<file path="src/rtl/scpu_out_capture.sv">
// rtl/scpu_out_capture.sv - captures changes on the SCPU output bus into a FWFT FIFO
module scpu_out_capture #(
  parameter int DATA_W = 8,
  parameter int DEPTH  = 8,
  parameter int CNT_W  = 16
) (
  input  logic                     clk,
  input  logic                     rst,
  input  logic [DATA_W-1:0]        cpu_out,
  input  logic                     cap_en,
  output logic [DATA_W-1:0]        out_data,
  output logic                     out_valid,
  input  logic                     out_ready,
  output logic [$clog2(DEPTH):0]   fifo_count,
  output logic                     overflow,
  input  logic                     clr_ovf,
  output logic [CNT_W-1:0]         chg_count
);

  localparam int AW = $clog2(DEPTH);

  logic [DATA_W-1:0] mem [DEPTH];
  logic [AW-1:0]     wr_ptr;
  logic [AW-1:0]     rd_ptr;
  logic [AW:0]       count_q;
  logic [DATA_W-1:0] prev;
  logic              prev_valid;
  logic              ovf_q;
  logic [CNT_W-1:0]  chg_q;

  logic det;
  logic pop;
  logic push;
  logic full;

  // Change detection and FIFO handshake decode; a pop frees a slot for a same-cycle push
  always_comb begin
    full = (count_q == (AW+1)'(DEPTH));
    det  = cap_en & (~prev_valid | (cpu_out != prev));
    pop  = (count_q != '0) & out_ready;
    push = det & (~full | pop);
  end

  assign out_data   = mem[rd_ptr];
  assign out_valid  = (count_q != '0);
  assign fifo_count = count_q;
  assign overflow   = ovf_q;
  assign chg_count  = chg_q;

  // FIFO storage; contents need no reset because the pointers define validity
  always_ff @(posedge clk) begin
    if (rst && push) begin
      mem[wr_ptr] <= cpu_out;
    end
  end

  // Pointers, occupancy, change tracking, counters and sticky overflow
  always_ff @(posedge clk) begin
    if (!rst) begin
      wr_ptr     <= '0;
      rd_ptr     <= '0;
      count_q    <= '0;
      prev       <= '0;
      prev_valid <= 1'b0;
      ovf_q      <= 1'b0;
      chg_q      <= '0;
    end else begin
      if (push) begin
        wr_ptr <= wr_ptr + AW'(1);
      end
      if (pop) begin
        rd_ptr <= rd_ptr + AW'(1);
      end
      case ({push, pop})
        2'b10:   count_q <= count_q + (AW+1)'(1);
        2'b01:   count_q <= count_q - (AW+1)'(1);
        default: count_q <= count_q;
      endcase
      // prev follows every detected change, even a dropped one, so it is not re-detected
      if (det) begin
        prev       <= cpu_out;
        prev_valid <= 1'b1;
        if (chg_q != '1) begin
          chg_q <= chg_q + CNT_W'(1);
        end
      end
      // a drop in the same cycle as a clear leaves the flag set
      if (det & full & ~pop) begin
        ovf_q <= 1'b1;
      end else if (clr_ovf) begin
        ovf_q <= 1'b0;
      end
    end
  end

endmodule

</file>
<file path="config.mk">
export PLATFORM = sky130hd
export DESIGN_NAME = scpu_out_capture
export DESIGN_NICKNAME = d
export VERILOG_FILES = /design/src/rtl/scpu_out_capture.sv
export SDC_FILE = /design/constraint.sdc
export NUM_CORES = 1
export LEC_CHECK = 0
export ABC_AREA = 1
export CAP_MARGIN = 10
export CORE_ASPECT_RATIO = 0.75
export CORE_UTILIZATION = 57
export DETAILED_ROUTE_END_ITERATION = 16
export PLACE_DENSITY = 0.78
export SYNTH_ARGS = -nofsm -noshare
export SYNTH_HDL_FRONTEND = slang
export SYNTH_SLANG_ARGS = --single-unit
</file>
<file path="constraint.sdc">
create_clock -name clk -period 2.97 [get_ports clk]
set_input_delay 0.7425 -clock clk [delete_from_list [all_inputs] [get_ports clk]]
set_output_delay 0.7425 -clock clk [all_outputs]
set_load 0.005 [all_outputs]
</file>
==> reports/metrics.cfg <==
[cts]
cts_tree = built
clk_latency_ps = 360
cts.clk_slew.worst_paths_ps = 100
cts_buffer_depth = 2
cts_max_level = 3
root_buffer = clkbuf_8
cts_sinks = 103
numCtsBuffers = 9

[placement]
io_buffers = 42
post_dp_cell_area_sq_um = 5220
dp_hpwl_um = 7150
globalplace.congestion = 0.928

[yosys]
ys_ff_latch = 103
synth_fp_nets = 499
synth_commonest_cells = 92 x nor2_1, 74 x nand2_1, 64 x edfxtp_1
ys_warn_count = 0
synth_cell_types = 30
synth_area_leader_cell = edfxtp_1
synth_top_area_share = 0.426
async_flop_share = 0
syn_area_sq_um = 4520
synthFlopType = edfxtp_1
syn_area_per_cell_sq_um = 9.41
seq_area_frac_synth = 0.599
synth-edff-count = 64
netlist_instances = 480
ys_top_cells_by_area = edfxtp_1 43%, dfxtp_1 17%, nor2_1 7.6%
synth_most_common_cell = nor2_1

[setup_path]
crit_fanout = 16
critPathSlowestCell = clkdlybuf4s50_1
crit_path_start_kind = register
r2r-end = fifo_count[3]
cp_top_family = buffers and inverters
crit_path_end = out_data[4]
r2r_start = fifo_count[1]
critPathMaxStageDelay_ps = 550
critPathKind = reg -> out
rr_worst_depth = 15
cp_num_buf_inv = 2
r2r_setup_slack_ps = 780
cp_data_required_time_ps = 2230
critPathArrivalTime_ps = 2120
end_kind = primary output
path_cells = buf_6 > o21ai_0 > o22ai_1 > nor2_1 > a31oi_1 > clkdlybuf4s50_1
path_depth = 6

[power]
power.net_switching_uw = 1010
ir_drop_v = 0.000520
swShare = 0.297
internal-power_uw = 2380
power.density_nw_per_um2 = 623
clkPwrFrac = 0.259
pwr-share-comb = 0.252
pwr-share-seq = 0.490
p_leak_uw = 0.00200

[layout]
fill_cells = 580
drive_above_1_share = 0.112
area_delta_synth_final_pct = 20.6
fin_nets = 570
diodes = 0
final_area_sq_um = 5450

[detailed_routing]
route.met2.wl_um = 4510
drc = 0
dr.pass1.iters = 5
vias = 3585
m1WireLength_um = 4750
drt_wl_total_um = 10200
drtIter0Drc = 353
wl_met3_um = 783
dr.max_layer_used = met4
avgRoutedWirePerCell_um = 15.5
ant_nets = 0
routed_via_density = 5.46

[die]
die_y_um = 79.1
core_sq_um = 7500
die_width_um = 105
start_util = 0.602
pin_count = 43
rows = 27
die_area_sq_um = 8290

[global_routing]
grt_max_degree = 21
grt_usage = 0.261
grt_pass1_wl_um = 16500
grt_pass1_vias = 3366
grt_overflow_total = 0
antenna_found_initial = 0

[timing]
fin_crit_sh = 0.965
worst_clock_skew_ps = 16.4
holdWs_ps = 475
relSlewSlack = 0.576
post-route-min-period_ps = 2870
hold_viol = 0
worstMarginPinSlew_ps = 635
setup_viol = 0
drv_slew = 0
fmax_mhz = 349

[min_path]
hp-class = reg -> reg

[outcome]
status = complete, no violations

[run]
maxCapViolCount = 0

-- placed cells by master, fill, tap and decap left out, drive strengths merged --
master	n
o21ai	51
edfxtp	64
a211oi	1
xnor2	5
fa	1
buf	32
clkinv	2
o211ai	1
bufinv	1
nor4	2
inv	46
nand2	77
dfxtp	39
clkbuf	10
xor2	10
nor2	92
a31oi	9
o22ai	8
nand4	3
nor3	10
clkinvlp	3
clkdlybuf4s50	42
ha	5
nand3	11
a21oi	31
-- timing repair --
item                       CTS  global route
setup endpoints to repair    4             8
setup buffers                0             0
resized for setup            1             5
hold buffers                 0             0
hold endpoints to repair     0             0
gates cloned                 0             1
-- cell type report --
class                      count  area (sq um)  share of cell area
timing repair inverter         1          7.51             0.00138
tap                          101           126              0.0232
multi-input combinational    317          1570               0.288
clock inverter                 6          75.1              0.0138
sequential                   103          2710               0.497
timing repair buffer          74           664               0.122
clock buffer                  10           128              0.0234
inverter                      45           174              0.0319
-- worst min path at each step --
stage                  to  cells past startpoint       start
5_1_grt           prev[3]                      2     prev[3]
6_report         overflow                      2    overflow
2_1_floorplan    register                      2   rd_ptr[2]
3_5_place_dp     overflow                      2    overflow
3_3_place_gp   prev_valid                      2  prev_valid
4_1_cts        prev_valid                      2  prev_valid
-- kinds of logic after synthesis --
group / after synthesis / share of synthesized area
and+or+nand+nor: 195 / 0.178
buffers and inverters: 60 / 0.0557
AOI/OAI and AO/OA: 101 / 0.120
xor gates and xnor gates: 15 / 0.0291
DFF: 103 / 0.599
adders and majority gates: 6 / 0.0183
-- routing by layer --
layer | GRT usage | vias up
met5 | 0 | -
met4 | 0.0732 | 0
met1 | 0.368 | 1643
li1 | - | 1763
met2 | 0.412 | 161
met3 | 0.0575 | 18
-- registers in the layout (all words and copies together) (netlist names), named ones only --
name        count
prev            8
chg_count      16
wr_ptr          3
overflow        1
mem            64
fifo_count      4
prev_valid      1
rd_ptr          3
-- per-stage QoR --
stage	TNS [ps]	setup WS (ps)	power (uW)	utilization	cells
2_1_floorplan	0	503	2130	-	480
3_3_place_gp	-30.9	-30.9	2490	0.696	640
3_5_place_dp	-307	-175	2510	0.696	640
4_1_cts	0	13.0	3380	0.724	656
5_1_grt	-2.66	-2.66	3570	0.726	657
6_report	0	104	3390	0.726	657
-- worst reg2reg max path, stage by stage, from the launching register on --
cell,delay [ps]
dfxtp_1,360
nor2_1,140
nand2_1,80
nand2_1,160
inv_1,140
nand2_1,130
inv_1,60
ha_1,320
nand2_1,90
nor2_1,50
a211oi_2,210
nand2_1,90
nand2_1,90
nand3_1,70
nand2_1,60
nor2_1,30
-- power by group through the flow --
stage	sequential (uW)	combinational, uW	clock [uW]
2_1_floorplan	1670	461	0
3_3_place_gp	1680	811	0
3_5_place_dp	1680	829	0
4_1_cts	1650	835	896
5_1_grt	1670	950	949
6_report	1660	853	878
No activity file was read; power rests on OpenSTA's default activity.
